===== src/rtl/idli_sqi_burst_ctrl_m_pkg.sv =====
// Shared types and constants for the SQI burst controller.
// Holds the FSM state encoding, pad-direction encoding and SQI opcodes.
package idli_pkg;

  typedef enum logic [2:0] {IDLE, CMD, ADDR, DUMMY, DATA, GUARD} sqi_state_t;

  typedef enum logic {SQI_MODE_IN = 1'b0, SQI_MODE_OUT = 1'b1} sqi_mode_t;

  localparam logic [7:0] SQI_CMD_READ  = 8'h03;
  localparam logic [7:0] SQI_CMD_WRITE = 8'h02;

  function automatic int max3(input int a, input int b, input int c);
    int m;
    m = (a > b) ? a : b;
    return (m > c) ? m : c;
  endfunction

  // States during which a chip select is held low and SCK runs.
  function automatic logic sqi_active(input sqi_state_t s);
    return (s == CMD) || (s == ADDR) || (s == DUMMY) || (s == DATA);
  endfunction

  function automatic logic [3:0] cmd_nibble(input logic wr, input logic lo);
    logic [7:0] c;
    c = wr ? SQI_CMD_WRITE : SQI_CMD_READ;
    return lo ? c[3:0] : c[7:4];
  endfunction

endpackage


===== src/rtl/idli_sqi_burst_ctrl_m_if.sv =====
// Core request/data handshake plus SQI pad signals of the burst controller.
// slave = controller side, master = core/pad side.
interface idli_sqi_burst_ctrl_m_if #(
  parameter int ADDR_NIBBLES = 4,
  parameter int NUM_CS       = 2,
  parameter int BURST_W      = 4
);
  localparam int CS_W = (NUM_CS > 1) ? $clog2(NUM_CS) : 1;

  logic                      i_sqi_req;
  logic                      i_sqi_wr;
  logic [CS_W-1:0]           i_sqi_cs_sel;
  logic [4*ADDR_NIBBLES-1:0] i_sqi_addr;
  logic [BURST_W-1:0]        i_sqi_len;
  logic                      i_sqi_abort;
  logic                      o_sqi_ack;
  logic                      o_sqi_err;
  logic                      o_sqi_busy;
  logic                      o_sqi_wr_rdy;
  logic [3:0]                i_sqi_wdata;
  logic                      o_sqi_rd_vld;
  logic [3:0]                o_sqi_rdata;
  logic                      o_sqi_last;
  logic                      o_sqi_done;
  logic                      o_sqi_sck;
  logic [NUM_CS-1:0]         o_sqi_cs_n;
  logic                      o_sqi_mode;
  logic [3:0]                o_sqi_data;
  logic [3:0]                i_sqi_data;

  modport slave (
    input  i_sqi_req, i_sqi_wr, i_sqi_cs_sel, i_sqi_addr, i_sqi_len, i_sqi_abort,
    input  i_sqi_wdata, i_sqi_data,
    output o_sqi_ack, o_sqi_err, o_sqi_busy, o_sqi_wr_rdy, o_sqi_rd_vld, o_sqi_rdata,
    output o_sqi_last, o_sqi_done, o_sqi_sck, o_sqi_cs_n, o_sqi_mode, o_sqi_data
  );

  modport master (
    output i_sqi_req, i_sqi_wr, i_sqi_cs_sel, i_sqi_addr, i_sqi_len, i_sqi_abort,
    output i_sqi_wdata, i_sqi_data,
    input  o_sqi_ack, o_sqi_err, o_sqi_busy, o_sqi_wr_rdy, o_sqi_rd_vld, o_sqi_rdata,
    input  o_sqi_last, o_sqi_done, o_sqi_sck, o_sqi_cs_n, o_sqi_mode, o_sqi_data
  );

endinterface


===== src/rtl/idli_sqi_burst_ctrl_m_sck_gate.sv =====
// Glitch-free SCK gate: enable is captured while gck is low, then ANDed with gck.
// The enable for cycle N is captured on the falling edge inside cycle N-1.
module idli_sqi_sck_gate_m (
  input  logic gck_i,
  input  logic rst_n_i,
  input  logic en_d_i,
  output logic sck_o
);

  logic en_q;

  always_ff @(negedge gck_i or negedge rst_n_i) begin
    if (!rst_n_i) en_q <= 1'b0;
    else          en_q <= en_d_i;
  end

  assign sck_o = gck_i & en_q;

endmodule


===== src/rtl/idli_sqi_burst_ctrl_m.sv =====
// SQI SRAM burst controller: CMD, ADDR, DUMMY (reads) and nibble-serial DATA phases.
// Request is acked in IDLE only; one GUARD cycle with CS high follows every transfer.
module idli_sqi_burst_ctrl_m
  import idli_pkg::*;
#(
  parameter int ADDR_NIBBLES = 4,
  parameter int NUM_CS       = 2,
  parameter int BURST_W      = 4,
  parameter int DUMMY_CYCLES = 2
) (
  input logic                 i_sqi_gck,
  input logic                 i_sqi_rst_n,
  idli_sqi_burst_ctrl_m_if.slave sqi
);

  localparam int CS_W = (NUM_CS > 1) ? $clog2(NUM_CS) : 1;
  localparam int AW   = 4 * ADDR_NIBBLES;
  localparam int NMAX = max3(ADDR_NIBBLES, DUMMY_CYCLES, 4);
  localparam int NCW  = $clog2(NMAX);

  sqi_state_t         state_q, state_d;
  logic [NCW-1:0]     nib_q, nib_d;
  logic [BURST_W-1:0] word_q, word_d;
  logic [BURST_W-1:0] len_q, len_d;
  logic               wr_q, wr_d;
  logic [CS_W-1:0]    cs_q, cs_d;
  logic [AW-1:0]      addr_q, addr_d;
  logic [NUM_CS-1:0]  cs_n_q, cs_n_d;
  sqi_mode_t          mode_q, mode_d;
  logic               sck_en_d;
  logic               cs_ok, ack, err, wr_rdy, rd_vld, last;
  logic [3:0]         data_out;

  always_comb begin
    state_d  = state_q;
    nib_d    = nib_q;
    word_d   = word_q;
    len_d    = len_q;
    wr_d     = wr_q;
    cs_d     = cs_q;
    addr_d   = addr_q;
    ack      = 1'b0;
    err      = 1'b0;
    wr_rdy   = 1'b0;
    rd_vld   = 1'b0;
    last     = 1'b0;
    data_out = 4'h0;
    cs_ok    = 32'(sqi.i_sqi_cs_sel) < NUM_CS;

    case (state_q)
      IDLE: begin
        if (sqi.i_sqi_req) begin
          if (cs_ok) begin
            ack     = 1'b1;
            wr_d    = sqi.i_sqi_wr;
            cs_d    = sqi.i_sqi_cs_sel;
            addr_d  = sqi.i_sqi_addr;
            len_d   = sqi.i_sqi_len;
            nib_d   = '0;
            word_d  = '0;
            state_d = CMD;
          end else begin
            err = 1'b1;
          end
        end
      end
      CMD: begin
        data_out = cmd_nibble(wr_q, nib_q[0]);
        if (nib_q[0]) begin
          nib_d   = '0;
          state_d = ADDR;
        end else begin
          nib_d = nib_q + 1'b1;
        end
      end
      ADDR: begin
        data_out = addr_q[AW-1 -: 4];
        addr_d   = addr_q << 4;
        if (nib_q == NCW'(ADDR_NIBBLES - 1)) begin
          nib_d   = '0;
          state_d = wr_q ? DATA : DUMMY;
        end else begin
          nib_d = nib_q + 1'b1;
        end
      end
      DUMMY: begin
        if (nib_q == NCW'(DUMMY_CYCLES - 1)) begin
          nib_d   = '0;
          state_d = DATA;
        end else begin
          nib_d = nib_q + 1'b1;
        end
      end
      DATA: begin
        wr_rdy   = wr_q;
        rd_vld   = ~wr_q;
        data_out = sqi.i_sqi_wdata;
        last     = (nib_q == NCW'(3)) && (word_q == len_q);
        if (nib_q == NCW'(3)) begin
          nib_d = '0;
          // Word counter stops at len so an all-ones length never wraps.
          if (last) state_d = GUARD;
          else      word_d  = word_q + 1'b1;
        end else begin
          nib_d = nib_q + 1'b1;
        end
      end
      GUARD:   state_d = IDLE;
      default: state_d = IDLE;
    endcase

    if (sqi.i_sqi_abort && sqi_active(state_q)) state_d = GUARD;

    cs_n_d   = sqi_active(state_d) ? ~(NUM_CS'(1) << cs_d) : '1;
    mode_d   = ((state_d == DUMMY) || (state_d == DATA && !wr_d)) ? SQI_MODE_IN : SQI_MODE_OUT;
    sck_en_d = sqi_active(state_d);
  end

  always_ff @(posedge i_sqi_gck or negedge i_sqi_rst_n) begin
    if (!i_sqi_rst_n) begin
      state_q <= IDLE;
      nib_q   <= '0;
      word_q  <= '0;
      len_q   <= '0;
      wr_q    <= 1'b0;
      cs_q    <= '0;
      addr_q  <= '0;
      cs_n_q  <= '1;
      mode_q  <= SQI_MODE_OUT;
    end else begin
      state_q <= state_d;
      nib_q   <= nib_d;
      word_q  <= word_d;
      len_q   <= len_d;
      wr_q    <= wr_d;
      cs_q    <= cs_d;
      addr_q  <= addr_d;
      cs_n_q  <= cs_n_d;
      mode_q  <= mode_d;
    end
  end

  idli_sqi_sck_gate_m u_sck_gate (
    .gck_i   (i_sqi_gck),
    .rst_n_i (i_sqi_rst_n),
    .en_d_i  (sck_en_d),
    .sck_o   (sqi.o_sqi_sck)
  );

  assign sqi.o_sqi_ack    = ack;
  assign sqi.o_sqi_err    = err;
  assign sqi.o_sqi_busy   = (state_q != IDLE);
  assign sqi.o_sqi_wr_rdy = wr_rdy;
  assign sqi.o_sqi_rd_vld = rd_vld;
  assign sqi.o_sqi_rdata  = sqi.i_sqi_data;
  assign sqi.o_sqi_last   = last;
  assign sqi.o_sqi_done   = (state_q == GUARD);
  assign sqi.o_sqi_cs_n   = cs_n_q;
  assign sqi.o_sqi_mode   = mode_q;
  assign sqi.o_sqi_data   = data_out;

endmodule


===== src/flat_wrapper.sv =====
// flat-port wrapper written by rule: the top's interface ports become plain ports
module idli_sqi_burst_ctrl_m_flat import idli_pkg::*;
#(
  parameter int ADDR_NIBBLES = 4,
  parameter int NUM_CS       = 2,
  parameter int BURST_W      = 4,
  parameter int DUMMY_CYCLES = 2
)
  (i_sqi_gck, i_sqi_rst_n, sqi_i_sqi_req, sqi_i_sqi_wr, sqi_i_sqi_cs_sel, sqi_i_sqi_addr, sqi_i_sqi_len, sqi_i_sqi_abort, sqi_i_sqi_wdata, sqi_i_sqi_data, sqi_o_sqi_ack, sqi_o_sqi_err, sqi_o_sqi_busy, sqi_o_sqi_wr_rdy, sqi_o_sqi_rd_vld, sqi_o_sqi_rdata, sqi_o_sqi_last, sqi_o_sqi_done, sqi_o_sqi_sck, sqi_o_sqi_cs_n, sqi_o_sqi_mode, sqi_o_sqi_data);
  idli_sqi_burst_ctrl_m_if #(.ADDR_NIBBLES(ADDR_NIBBLES), .NUM_CS(NUM_CS), .BURST_W(BURST_W)) sqi_i ();
  input logic i_sqi_gck;
  input logic i_sqi_rst_n;
  input wire logic [$bits(sqi_i.i_sqi_req)-1:0] sqi_i_sqi_req;
  input wire logic [$bits(sqi_i.i_sqi_wr)-1:0] sqi_i_sqi_wr;
  input wire logic [$bits(sqi_i.i_sqi_cs_sel)-1:0] sqi_i_sqi_cs_sel;
  input wire logic [$bits(sqi_i.i_sqi_addr)-1:0] sqi_i_sqi_addr;
  input wire logic [$bits(sqi_i.i_sqi_len)-1:0] sqi_i_sqi_len;
  input wire logic [$bits(sqi_i.i_sqi_abort)-1:0] sqi_i_sqi_abort;
  input wire logic [$bits(sqi_i.i_sqi_wdata)-1:0] sqi_i_sqi_wdata;
  input wire logic [$bits(sqi_i.i_sqi_data)-1:0] sqi_i_sqi_data;
  output wire logic [$bits(sqi_i.o_sqi_ack)-1:0] sqi_o_sqi_ack;
  output wire logic [$bits(sqi_i.o_sqi_err)-1:0] sqi_o_sqi_err;
  output wire logic [$bits(sqi_i.o_sqi_busy)-1:0] sqi_o_sqi_busy;
  output wire logic [$bits(sqi_i.o_sqi_wr_rdy)-1:0] sqi_o_sqi_wr_rdy;
  output wire logic [$bits(sqi_i.o_sqi_rd_vld)-1:0] sqi_o_sqi_rd_vld;
  output wire logic [$bits(sqi_i.o_sqi_rdata)-1:0] sqi_o_sqi_rdata;
  output wire logic [$bits(sqi_i.o_sqi_last)-1:0] sqi_o_sqi_last;
  output wire logic [$bits(sqi_i.o_sqi_done)-1:0] sqi_o_sqi_done;
  output wire logic [$bits(sqi_i.o_sqi_sck)-1:0] sqi_o_sqi_sck;
  output wire logic [$bits(sqi_i.o_sqi_cs_n)-1:0] sqi_o_sqi_cs_n;
  output wire logic [$bits(sqi_i.o_sqi_mode)-1:0] sqi_o_sqi_mode;
  output wire logic [$bits(sqi_i.o_sqi_data)-1:0] sqi_o_sqi_data;
  assign sqi_i.i_sqi_req = sqi_i_sqi_req;
  assign sqi_i.i_sqi_wr = sqi_i_sqi_wr;
  assign sqi_i.i_sqi_cs_sel = sqi_i_sqi_cs_sel;
  assign sqi_i.i_sqi_addr = sqi_i_sqi_addr;
  assign sqi_i.i_sqi_len = sqi_i_sqi_len;
  assign sqi_i.i_sqi_abort = sqi_i_sqi_abort;
  assign sqi_i.i_sqi_wdata = sqi_i_sqi_wdata;
  assign sqi_i.i_sqi_data = sqi_i_sqi_data;
  assign sqi_o_sqi_ack = sqi_i.o_sqi_ack;
  assign sqi_o_sqi_err = sqi_i.o_sqi_err;
  assign sqi_o_sqi_busy = sqi_i.o_sqi_busy;
  assign sqi_o_sqi_wr_rdy = sqi_i.o_sqi_wr_rdy;
  assign sqi_o_sqi_rd_vld = sqi_i.o_sqi_rd_vld;
  assign sqi_o_sqi_rdata = sqi_i.o_sqi_rdata;
  assign sqi_o_sqi_last = sqi_i.o_sqi_last;
  assign sqi_o_sqi_done = sqi_i.o_sqi_done;
  assign sqi_o_sqi_sck = sqi_i.o_sqi_sck;
  assign sqi_o_sqi_cs_n = sqi_i.o_sqi_cs_n;
  assign sqi_o_sqi_mode = sqi_i.o_sqi_mode;
  assign sqi_o_sqi_data = sqi_i.o_sqi_data;
  idli_sqi_burst_ctrl_m #(.ADDR_NIBBLES(ADDR_NIBBLES), .NUM_CS(NUM_CS), .BURST_W(BURST_W), .DUMMY_CYCLES(DUMMY_CYCLES)) u_core (.i_sqi_gck(i_sqi_gck), .i_sqi_rst_n(i_sqi_rst_n), .sqi(sqi_i));
endmodule

===== config.mk =====
export PLATFORM = sky130hd
export DESIGN_NAME = idli_sqi_burst_ctrl_m_flat
export DESIGN_NICKNAME = d
export VERILOG_FILES = /design/src/rtl/idli_sqi_burst_ctrl_m_pkg.sv /design/src/rtl/idli_sqi_burst_ctrl_m_if.sv /design/src/rtl/idli_sqi_burst_ctrl_m_sck_gate.sv /design/src/rtl/idli_sqi_burst_ctrl_m.sv /design/src/flat_wrapper.sv
export SDC_FILE = /design/constraint.sdc
export NUM_CORES = 1
export LEC_CHECK = 0
export CORE_MARGIN = 3
export CORE_UTILIZATION = 48
export CTS_CLUSTER_DIAMETER = 200
export DETAILED_ROUTE_END_ITERATION = 8
export MAX_ROUTING_LAYER = met4
export PLACE_DENSITY = 0.8
export RECOVER_POWER = 25
export SKIP_CTS_REPAIR_TIMING = 1
export SYNTH_ARGS = -nofsm -noshare
export SYNTH_HDL_FRONTEND = slang
export SYNTH_SLANG_ARGS = --single-unit

===== constraint.sdc =====
create_clock -name i_sqi_gck -period 2.3 [get_ports i_sqi_gck]
set_input_delay 0.575 -clock i_sqi_gck [delete_from_list [all_inputs] [get_ports i_sqi_gck]]
set_output_delay 0.575 -clock i_sqi_gck [all_outputs]
set_load 0.01 [all_outputs]

==> metrics.csv <==
stage,metric,value,unit
layout,P&R area growth vs syn,58.3,%
layout,Final Instance Area,3010,um2
cts,clk slew on worst S/H paths,0.07,ns
worst_setup_path,crit path kind,reg2reg,
cts,worst skew pair latency,0.41,ns
sta,Slew Limit Fails,0,
layout,Multi-input gate area,985,um2
routing,Post-route DRC,0,
layout,FILL cells,226,
place,gpl congestion,0.962,
place,number of port buffers,43,
routing,Post-Route WL,5690,um
layout,Storage cell area,883,um2
worst_setup_path,Arrival @ worst endpoint,2.03,ns
synth,syn nets,237,
place,Placement Cell Area,2610,um2
synth,Synth Flop Type,dfrtp_1,
floorplanning,die area,4750,um2
routing,DR vias/cell,5.55,
worst_setup_path,startpoint class of the critical path,flop,
power,PD cells,1340,nW/um2
worst_setup_path,CP Capture Type,flop,
sta,Final Hold Fails,0,
worst_setup_path,Reg2Reg Depth,6,
floorplanning,die width,68.9,um
layout,share of post-route cells with drive strength above 1,38.0,%
sta,Clock Skew,0.0207,ns
layout,antenna cells,0,
sta,Slew HR,44.6,%
worst_setup_path,Crit Reg-Reg Startpoint,u_core.state_q[0],
layout,fin nets,329,
run_status,status,finished with violations,
flow_run,max_cap viols,0,
routing,DRT Pass-1 Iters,4,
floorplanning,core area,3740,um2
grt,total global routing overflow,0,
floorplanning,initial core utilization,50.7,%
synth,"EDFF count, synth",0,
synth,Post-Syn Area,1900,um2
worst_setup_path,CP max-delay cell,dfrtp_2,
grt,largest net degree at the start of global routing,35,
worst_setup_path,"reg-to-reg slack, setup",-0.62,ns
floorplanning,chip height,68.9,um
sta,final setup margin,-0.621,ns
sta,Final Setup Violations,10,
grt,GRT met2 Usage,38.3,%
worst_hold_path,Worst Hold Class,reg2reg,
worst_hold_path,Worst Hold End,u_core.addr_q[10],
grt,M3 GR Usage,9.56,%
routing,post-route ant nets,0,
routing,WL per Instance,16.7,um
grt,first-pass GRT wire length,8310,um
sta,Worst-Margin Slew,0.832,ns
sta,RSZ-0062 raised after global routing,yes,
place,Setup Slack @ Placement,-0.986,ns
floorplanning,row cnt,22,
worst_hold_path,hold depth,2,
worst_hold_path,hold path startpoint,u_core.addr_q[10],
synth,synthesized instance count,199,
worst_setup_path,"critical path fanouts, max",5,
place,Final HPWL DP,3520,um
grt,grt peak-use layer,met2,
synth,Synth cell types,48,
grt,vias in the first global route,1787,
worst_setup_path,CP cell instances,buf_6 -> or3b_4 -> o21ai_0 -> a21oi_2 -> o21a_1 -> or2_1,
cts,CTS tree,yes,
grt,initial antenna violation count,0,
worst_setup_path,required time of the critical path,1.41,ns
grt,met1 global-route usage,31.0,%
synth,#FFs+latches synth,35,
power,VDD IR max,0.645,mV
worst_setup_path,Max stage delay on crit path,0.47,ns
routing,vias post-DR,1886,
layout,highest-count cells in the layout ignoring fill and taps,"36 x nand2_1, 36 x buf_4, 31 x clkdlybuf4s50_1, 28 x dfrtp_1, 18 x buf_6",
power,leakage power,1.38,nW
grt,gr usage total,25.5,%
synth,Synth Warn #,0,
routing,initial DRC count,172,
floorplanning,# IOs,53,
synth,post-synthesis sequential area ratio,46.3,%
run_status,failing checks,setup timing,
synth,"Avg Cell Area, Syn",9.54,um2
synth,Async SR Flop Fraction,100,%
worst_setup_path,r2r endpoint,u_core.u_sck_gate.en_q,
-- worst max-delay path, delay by kind of cell (launching register included) --
family | cells | cell delay, ns
DFF | 1 | 0.47
AOI/OAI and AO/OA | 3 | 0.41
buffers and inverters | 1 | 0.15
and+or+nand+nor | 2 | 0.61
-- routing by layer --
layer  share of wire, %  vias up
met5                  0        -
met4                1.8        0
met3                8.6       11
met2                 50       91
met1                 40      910
li1                   -      874
-- how the worst max path moves through the flow --
stage	depth (start not counted)	from	end
2_1_floorplan	6	u_core.state_q[0]	u_core.u_sck_gate.en_q
3_3_place_gp	6	sqi_i_sqi_abort	u_core.u_sck_gate.en_q
3_5_place_dp	6	sqi_i_sqi_abort	u_core.u_sck_gate.en_q
4_1_cts	2	u_core.u_sck_gate.en_q	sqi_o_sqi_sck
5_1_grt	7	sqi_i_sqi_abort	u_core.u_sck_gate.en_q
6_report	6	u_core.state_q[0]	u_core.u_sck_gate.en_q
-- cells by family after synthesis --
group                    count (synthesis)  share of synthesized area (%)
AO/OA/AOI/OAI                           50                           18.3
XOR/XNOR                                 4                           1.84
adder cells (fa/ha/maj)                  4                           2.64
buffers and inverters                   25                           7.18
flip-flops                              35                           46.3
multiplexers                             7                           4.08
other                                    1                          0.197
AND/OR/NAND/NOR                         73                           19.4
-- through the flow --
stage | TNS [ns] | instances | util (%) | power [W] | hold slack, ns
floorplan | -0.529 | 199 | - | 0.00210 | 0.279
global placement | -2.65 | 316 | 69.8 | 0.00293 | 0.459
detailed placement | -2.51 | 316 | 69.8 | 0.00297 | 0.466
CTS | -5.81 | 327 | 73.6 | 0.00363 | 0.482
global route | -1.98 | 340 | 80.3 | 0.00432 | 0.517
finish | -1.46 | 340 | 80.3 | 0.00404 | 0.481
-- cell type report --
type,instances,area share (%)
Clock buffer,11,4.95
Tap cell,48,2.00
Timing Repair Buffer,96,29.4
Inverter,10,1.25
Clock inverter,1,0.250
Sequential cell,35,29.4
Multi-Input combinational cell,139,32.8
-- power breakdown --
group | internal [W] | leakage [nW] | switching [W]
Clock | 0.000423 | 0.0827 | 0.000267
Combinational | 0.00117 | 0.874 | 0.00109
Sequential | 0.000909 | 0.425 | 0.000180
Total | 0.00251 | 1.38 | 0.00154
-- cells in the mapped netlist (3+ instances only) --
library cell,n,share of area (%)
o21ai_0,11,2.9
nor3_1,5,1.3
ha_1,4,2.6
dfstp_2,3,4.2
xnor2_1,4,1.8
clkbuf_1,3,0.59
nand2_1,38,7.5
inv_1,10,2.0
a21oi_1,9,2.4
buf_2,4,1.1
nor2_1,11,2.2
a22oi_1,12,4.7
buf_4,6,2.4
mux2_2,6,3.6
or3_1,3,0.99
dfrtp_1,31,41
-- flip-flops by register name (all words and copies together), names as in the netlist --
name	flops
u_core.word_q	4
u_core.sqi.o_sqi_mode	1
u_core.state_q	3
u_core.nib_q	2
u_core.sqi.o_sqi_cs_n	2
u_core.cs_q	1
u_core.wr_q	1
u_core.len_q	4
u_core.u_sck_gate.en_q	1
u_core.addr_q	16
(Power assumes the default switching activity.)
